## src/rtl/fetch_unit.sv

```systemverilog
// Instruction fetch: PC generation, one-outstanding imem handshake, 2-entry {instr,pc} buffer to decode.
// Redirect flushes the buffer and kills the in-flight response; decode sees the new stream after refetch.
module fetch_unit #(
  parameter logic [31:0] RESET_PC = 32'h0000_0000
) (
  input  logic        clk,
  input  logic        rst,
  output logic        imem_req,
  output logic [31:0] imem_addr,
  input  logic        imem_gnt,
  input  logic        imem_rvalid,
  input  logic [31:0] imem_rdata,
  input  logic        redirect,
  input  logic [31:0] redirect_pc,
  output logic [31:0] instr,
  output logic [31:0] pc,
  output logic [31:0] pc_plus4,
  output logic        instr_valid,
  input  logic        instr_ready,
  output logic        misalign_err
);

  typedef enum logic {IDLE, WAIT} state_t;

  state_t      state_q;
  logic [31:0] fetch_pc_q;
  logic [31:0] req_pc_q;
  logic        kill_q;
  logic [31:0] fifo_instr_q [2];
  logic [31:0] fifo_pc_q    [2];
  logic        rd_ptr_q, wr_ptr_q;
  logic [1:0]  count_q;
  logic        misalign_q;

  logic        push, pop;
  logic [1:0]  count_d;
  logic        rd_ptr_d, wr_ptr_d;

  // Request is withheld in the redirect cycle so no stale-target grant can occur.
  assign imem_req  = rst && (state_q == IDLE) && (count_q != 2'd2) && !redirect;
  assign imem_addr = fetch_pc_q;

  assign instr_valid  = (count_q != 2'd0);
  assign instr        = instr_valid ? fifo_instr_q[rd_ptr_q] : 32'h0;
  assign pc           = instr_valid ? fifo_pc_q[rd_ptr_q]    : 32'h0;
  assign pc_plus4     = instr_valid ? fifo_pc_q[rd_ptr_q] + 32'd4 : 32'h0;
  assign misalign_err = misalign_q;

  assign push = (state_q == WAIT) && imem_rvalid && !kill_q;
  assign pop  = instr_valid && instr_ready;

  always_comb begin
    count_d  = count_q;
    rd_ptr_d = rd_ptr_q;
    wr_ptr_d = wr_ptr_q;
    if (push) wr_ptr_d = ~wr_ptr_q;
    if (pop)  rd_ptr_d = ~rd_ptr_q;
    if (push && !pop)      count_d = count_q + 2'd1;
    else if (pop && !push) count_d = count_q - 2'd1;
  end

  always_ff @(posedge clk) begin
    if (!rst) begin
      state_q         <= IDLE;
      fetch_pc_q      <= RESET_PC;
      req_pc_q        <= 32'h0;
      kill_q          <= 1'b0;
      fifo_instr_q[0] <= 32'h0;
      fifo_instr_q[1] <= 32'h0;
      fifo_pc_q[0]    <= 32'h0;
      fifo_pc_q[1]    <= 32'h0;
      rd_ptr_q        <= 1'b0;
      wr_ptr_q        <= 1'b0;
      count_q         <= 2'd0;
      misalign_q      <= 1'b0;
    end else begin
      misalign_q <= redirect && (redirect_pc[1:0] != 2'b00);
      if (redirect) begin
        count_q    <= 2'd0;
        rd_ptr_q   <= 1'b0;
        wr_ptr_q   <= 1'b0;
        fetch_pc_q <= {redirect_pc[31:2], 2'b00};
        // An outstanding response still has to be absorbed before the next request.
        if (state_q == WAIT) begin
          if (imem_rvalid) begin
            state_q <= IDLE;
            kill_q  <= 1'b0;
          end else begin
            kill_q  <= 1'b1;
          end
        end
      end else begin
        if (push) begin
          fifo_instr_q[wr_ptr_q] <= imem_rdata;
          fifo_pc_q[wr_ptr_q]    <= req_pc_q;
        end
        count_q  <= count_d;
        rd_ptr_q <= rd_ptr_d;
        wr_ptr_q <= wr_ptr_d;
        case (state_q)
          IDLE: begin
            if (imem_req && imem_gnt) begin
              req_pc_q   <= fetch_pc_q;
              fetch_pc_q <= fetch_pc_q + 32'd4;
              state_q    <= WAIT;
            end
          end
          WAIT: begin
            if (imem_rvalid) begin
              kill_q  <= 1'b0;
              state_q <= IDLE;
            end
          end
          default: state_q <= IDLE;
        endcase
      end
    end
  end

endmodule

```

## config.mk

```make
export PLATFORM = sky130hd
export DESIGN_NAME = fetch_unit
export DESIGN_NICKNAME = d
export VERILOG_FILES = /design/src/rtl/fetch_unit.sv
export SDC_FILE = /design/constraint.sdc
export NUM_CORES = 1
export LEC_CHECK = 0
export BUFFER_PORTS_ARGS = -buffer_cell sky130_fd_sc_hd__buf_2
export CORE_AREA = 2 2 182 184
export CTS_CLUSTER_SIZE = 10
export DETAILED_ROUTE_END_ITERATION = 6
export DIE_AREA = 0 0 184 186
export RECOVER_POWER = 25
export SLEW_MARGIN = 20
export SYNTH_ARGS = -nofsm -noshare
export SYNTH_HDL_FRONTEND = slang
export SYNTH_SLANG_ARGS = --single-unit
```

## constraint.sdc

```tcl
create_clock -name clk -period 3.9 [get_ports clk]
set_input_delay 0.78 -clock clk [delete_from_list [all_inputs] [get_ports clk]]
set_output_delay 0.78 -clock clk [all_outputs]
set_load 0.005 [all_outputs]
```

==> flow_summary.toml, run 1 <==
[routing]
vias_per_cell = 4.86
totalWireLength_um = 26500
first_iter_violations = 536
dr_total_vias = 7480
drt-wirelength-per-cell_um = 17.2
first_pass_iters = 5
drc_errors = 0
ant_nets = 0

[yosys]
ys_seq_area_share_pct = 53.3
synth_ff_type = "edfxtp_1"
synth_async_sr_flop_share_pct = 0
syn_inst = 941
synth_edf_count = 124
ys_types = 61
ys_ff_latch = 192
syn_area_um2 = 9540
avgSynthCellArea_um2 = 10.1
synth_warnings = 0

[power_and_ir_drop]
p_comb_share_pct = 6.5
ir_worst_vdd_mv = 0.316
p_leak_uw = 0.00438
p_seq_share_pct = 53.3
intPower_uw = 3200
p_sw_share_pct = 25.8
p_per_area_nw_per_um2 = 374
p_clk_share_pct = 40.2
power.switching_uw = 1110

[cells_and_area]
final_cells = 1540
final_nets = 1192
fillers = 3323
area_delta_synth_final_pct = 20.9
num_antenna_cells = 0
layout-drive-gt1-share_pct = 21.6

[clock_network]
cts_root_buffer = "clkbuf_16"
cts.clk_slew.worst_paths_ps = 70
cts_buffers = 17
clk_latency_ps = 450
cts.sink_count = 192
cts_tree = "done"
clockBufferDepth = 2
htreeDepth = 4

[sta]
maxSlewViolCount = 0
fin_ws_ps = 183
skew_ps = 18.0
max_slew_margin_pct = 1.60
min_period_ps = 3720
maxClockFrequency_mhz = 269
hold_violations = 0
finalSetupViolations = 0
worst_slew_pin_slew_ps = 1480
final.period_utilization_pct = 95.3

[die]
core_area_um2 = 32200
dieWidth_um = 184
dieArea_um2 = 34200
fp-row-count = 66
die_y_um = 186
num_io_pins = 201
initial_core_util_pct = 29.6

[global_route]
grt_use_total_pct = 15.5
antenna_found_initial = 1
grt_pass1_wl_um = 40800
first_global_vias = 7139
overflow = 0
grt_start_max_net_pins = 78

[worst_setup_path]
path_cells = "buf_6 -> buf_16 -> nand2b_1 -> o21a_1 -> or4_1 -> o31a_1 -> nor3_1 -> buf_2"
cpMaxStageDelayCell = "or4_1"
crit_path_max_fanout = 19
crit_family = "simple AND/OR/NAND/NOR gates"
critPathCaptureType = "primary output"
max_stage_delay_ps = 640
path_buf_inv = 3
cp-start-kind = "flop"
critical_path_class = "reg -> out"
critPathRequiredTime_ps = 3120
crit_arrival_ps = 2940

[job]
cap_violations = 0

[placed_design]
portBuffers = 194
dp.cells = 1506
place.detailed.hpwl_um = 18500
gp_congestion = 0.796
place_ws_ps = 404

[hold_path]
hp-class = "reg -> reg"

[run_status]
status = "completed"
-- area by class of cell --
cell class | instances | area, µm² | area share [%]
clock inverters | 15 | 156 | 1.36
well taps | 408 | 510 | 4.43
flip-flops and latches | 192 | 5090 | 44.1
inverters | 8 | 30.0 | 0.260
multi-input cells | 681 | 4170 | 36.1
clock buffers | 17 | 425 | 3.69
repair buffers | 219 | 1150 | 10.0
-- state kept, by name (all words and copies together), names as in the netlist, named ones only --
register	count
count_q	2
fifo_instr_q	64
imem_addr	30
kill_q	1
state_q	1
misalign_err	1
fifo_pc_q	60
wr_ptr_q	1
req_pc_q	30
rd_ptr_q	1
-- routing by layer --
layer,GRT usage (%),vias to the layer above,part of all wire (%)
met1,23.0,3475,50
met3,3.66,18,7.9
met4,4.29,2,1.2
met5,0,-,0.034
li1,-,3703,-
met2,22.3,282,41
-- power groups by stage --
stage / Sequential, µW / Clock, µW / Combinational, µW
after floorplan: 2320 / 0 / 160
after global placement: 2340 / 0 / 282
after detailed placement: 2350 / 0 / 285
after CTS: 2300 / 1770 / 287
after global routing: 2310 / 1850 / 311
final: 2300 / 1730 / 279
-- cell usage after synthesis, types with 6 or more instances --
library cell    n  area share [%]
nand4_1        23             1.5
buf_4           6            0.47
nand3_1        29             1.5
a31oi_1         6            0.39
o21ai_0        23             1.2
a21oi_1        54             2.8
nor2_1        100             3.9
buf_2           8            0.42
edfxtp_1      124              39
nand2_1        94             3.7
and4_1          6            0.55
inv_1           7            0.28
clkbuf_1       46             1.8
and3_1          7            0.46
mux2i_1        63             6.6
nor4_1         11            0.72
nor3_1         15            0.79
dfxtp_1        68              14
and2_1        134             8.8
xor2_1         20             1.8
mux2_2          9             1.1
xnor2_1         7            0.64
-- what timing repair did --
| item | in CTS | in global routing |
|---|---|---|
| hold buffers | 0 | 0 |
| pin swaps | 0 | 1 |
| setup buffers | 1 | 1 |
| gates resized for setup | 0 | 2 |
| hold endpoints to repair | 0 | 0 |
| endpoints found under the setup margin | 4 | 4 |
-- cell families (layout without fill, tap and decap cells) --
family                     count (synthesis)  after routing  synth area share (%)
AOI/OAI and AO/OA                        123            123                  8.03
DFF                                      192            192                  53.3
and+or+nand+nor                          450            450                  24.6
muxes                                     72             72                  7.68
other                                      1              6                0.0393
xor gates and xnor gates                  27             27                  2.48
adders and majority gates                  3              3                 0.394
buffers and inverters                     73            259                  3.45
-- metrics by stage --
stage / instance area [µm²] / hold slack [ps] / power [µW] / TNS [ps] / utilization [%]
4_1_cts: 11600 / 470 / 4350 / 0 / 35.9
6_report: 11500 / 466 / 4310 / 0 / 35.8
3_5_place_dp: 11000 / 460 / 2630 / 0 / 34.0
5_1_grt: 11500 / 492 / 4470 / -7.35 / 35.8
3_3_place_gp: 11000 / 456 / 2630 / 0 / 34.0
2_1_floorplan: 9560 / 436 / 2480 / 0 / -
-- worst reg2reg max path, delay by kind of cell, from the launching register on --
family	cells	cell delay, ps
buffers and inverters	1	1110
muxes	1	180
DFF	1	350
and+or+nand+nor	3	890
AOI/OAI and AO/OA	1	130
-- worst paths after layout --
check | from | end | slack (ps) | depth (start not counted)
setup / recovery | flop | pc_plus4[29] | 180 | 8
hold / removal | req_pc_q[29]$_SDFFE_PN0P_ | req_pc_q[29]$_SDFFE_PN0P_ | 470 | 2
setup reg to reg | count_q[1]$_SDFFE_PP0P_ | imem_addr[27]$_SDFFE_PN0P_ | 1080 | 6
hold reg to reg | req_pc_q[29]$_SDFFE_PN0P_ | req_pc_q[29]$_SDFFE_PN0P_ | 470 | 2
-- cells in the final DEF, fill, tap and decap left out, drive strengths merged, types with 29 or more instances in the layout --
| master | count |
|---|---|
| a21oi | 54 |
| and2 | 134 |
| buf | 195 |
| clkbuf | 41 |
| dfxtp | 68 |
| edfxtp | 124 |
| mux2i | 63 |
| nand2 | 94 |
| nand3 | 29 |
| nor2 | 100 |
Power figures use the tool's default switching activity.
==> run 2: changes to the inputs <==
==> constraint.sdc (replaced) <==
create_clock -name clk -period 3.25 [get_ports clk]
set_input_delay 0.65 -clock clk [delete_from_list [all_inputs] [get_ports clk]]
set_output_delay 0.65 -clock clk [all_outputs]
set_load 0.005 [all_outputs]
==> run 2 against run 1 <==
  * Largest cell class unchanged
  * Sequential power grew 20%
  * Critical endpoint is now pc_plus4[24]
  * Highest routed layer is now met4
  * Flip-flop and latch count is the same
  * Clock power grew 20%
  * Clock skew shrank 0.72 ps
  * Setup slack lost 230 ps
  * The flow now finishes with violations (negative setup slack)
  * Via count grew 3.7%
==> flow_summary.toml, run 2 (same netlist as run 1, synthesis figures left out) <==
[worst_setup_path]
cp-start-kind = "flop"
path_cells = "buf_12 -> buf_12 -> and4b_1 -> o21ai_1 -> a221o_2 -> or4_4 -> o21a_1 -> buf_2"
path_buf_inv = 3
crit_arrival_ps = 2650
cp_common_cell = "buf_12"
r2r_slack_ps = 710
reg2reg_to = "imem_addr[25]$_SDFFE_PN0P_"
critical_path_class = "reg -> out"
cp.depth = 8
critPathRequiredTime_ps = 2600
max_stage_delay_ps = 550
crit_path_max_fanout = 6
r2r_start = "count_q[0]$_SDFFE_PP0P_"
endpoint = "pc_plus4[24]"
crit_family = "simple AND/OR/NAND/NOR gates"
cpMaxStageDelayCell = "or4_4"
r2r_cells = 6
critPathCaptureType = "primary output"

[die]
num_io_pins = 201
die_y_um = 186
fp-row-count = 66
dieWidth_um = 184
core_area_um2 = 32200
initial_core_util_pct = 29.6
dieArea_um2 = 34200

[global_route]
overflow = 0
grt_pass1_wl_um = 41200
grt_start_max_net_pins = 63
antenna_found_initial = 0
grt_use_total_pct = 15.5
first_global_vias = 7230

[cells_and_area]
final_nets = 1210
largest_reg_flops = 64
layout-drive-gt1-share_pct = 25.7
area_delta_synth_final_pct = 26.1
final_util_pct = 37.3
layout_commonest_cell = "buf_2"
top_regs = "fifo_instr_q (64), fifo_pc_q (60)"
top_register = "fifo_instr_q"
num_antenna_cells = 0
layout_common_cells = "buf_2 (177), edfxtp_1 (124), and2_1 (122)"

[routing]
ant_nets = 0
vias_per_cell = 4.98
first_iter_violations = 526
drc_errors = 0
dr_total_vias = 7754
drt-wirelength-per-cell_um = 17.4
first_pass_iters = 5
totalWireLength_um = 27200

[clock_network]
clk_latency_ps = 440
htreeDepth = 4
cts_buffers = 17
cts_root_buffer = "clkbuf_16"
cts.sink_count = 192
clockBufferDepth = 2
cts.clk_slew.worst_paths_ps = 80
cts_tree = "done"

[sta]
fin_ws_ps = -48.2
maxClockFrequency_mhz = 303
min_period_ps = 3300
worst_slew_pin_slew_ps = 1200
final.period_utilization_pct = 101
skew_ps = 17.3
maxSlewViolCount = 0
finalSetupViolations = 4
hold_violations = 0
max_slew_margin_pct = 20.3
rsz0062_at_grt = "yes"

[power_and_ir_drop]
totalPowerFinal_uw = 5180
ir_worst_vdd_mv = 0.341
p_per_area_nw_per_um2 = 431
p_leak_uw = 0.00461

[placed_design]
portBuffers = 194
place.detailed.hpwl_um = 18700
gp_congestion = 0.820
place_ws_ps = 184

[job]
cap_violations = 0

[run_status]
violations = "negative setup slack"
status = "complete, but fails checks"

[hold_path]
hp-class = "in -> reg"
-- run 2: cell types whose count changed in the layout (fill, tap and decap cells not counted), moves of 6 or more --
cell / delta
and2_0: +12
and2_1: -12
buf_4: +9
clkbuf_1: -6
nor3_1: -6
-- run 2: worst min path at each step --
stage | endpoint | depth (start not counted) | startpoint | slack (ps)
final | imem_addr[2]$_SDFFE_PN0P_ | 3 | redirect_pc[2] | 450
after global placement | req_pc_q[13]$_SDFFE_PN0P_ | 2 | req_pc_q[13]$_SDFFE_PN0P_ | 460
after detailed placement | req_pc_q[13]$_SDFFE_PN0P_ | 2 | req_pc_q[13]$_SDFFE_PN0P_ | 470
after CTS | imem_addr[2]$_SDFFE_PN0P_ | 3 | redirect_pc[2] | 440
after global routing | imem_addr[5]$_SDFFE_PN0P_ | 3 | redirect_pc[5] | 450
after floorplan | req_pc_q[14]$_SDFFE_PN0P_ | 2 | req_pc_q[14]$_SDFFE_PN0P_ | 440
-- run 2: repair_timing --
item / in CTS / in global routing
cloned: 3 / 1
gates resized for setup: 36 / 22
setup endpoints to repair: 13 / 15
pin swaps: 7 / 11
buffers inserted: 12 / 4
hold buffers: 0 / 0
-- run 2: metal layers --
| metal | global-route usage, % | routed length, µm | vias up |
|---|---|---|---|
| li1 | - | - | 3730 |
| met1 | 23.1 | 13400 | 3718 |
| met2 | 23.0 | 11500 | 286 |
| met3 | 2.99 | 1940 | 20 |
| met4 | 3.90 | 306 | 0 |
| met5 | 0 | 0 | - |
-- run 2: stage by stage --
step	area [µm²]	cells	setup TNS, ps	hold WS [ps]
after floorplan	9580	946	-39.0	436
after global placement	11000	1507	0	463
after detailed placement	11000	1507	0	473
after CTS	11900	1554	-328	440
after global routing	12000	1558	-1160	453
final	12000	1558	-100	452
-- run 2: final cells by class --
| class | count | area (µm²) |
|---|---|---|
| sequential | 192 | 5090 |
| multi-input combinational | 681 | 4400 |
| timing repair buffer | 237 | 1420 |
| inverter | 8 | 30.0 |
| fill | 3231 | 20200 |
| clock buffer | 17 | 425 |
| clock inverter | 15 | 149 |
| tap | 408 | 510 |
-- run 2: worst register-to-register path: cells and delay by family, from the launching register on --
kind	cells	cell delay (ps)
buf+inv	1	870
simple gates	3	790
flops	1	450
xor+xnor	1	210
compound gates	1	80
-- run 2: power by group --
group          switching (µW)  leakage [µW]  internal (µW)  total [µW]
Sequential               83.3       0.00183           2680        2760
Clock                    1030      0.000284           1030        2070
Combinational             215       0.00249            143         358
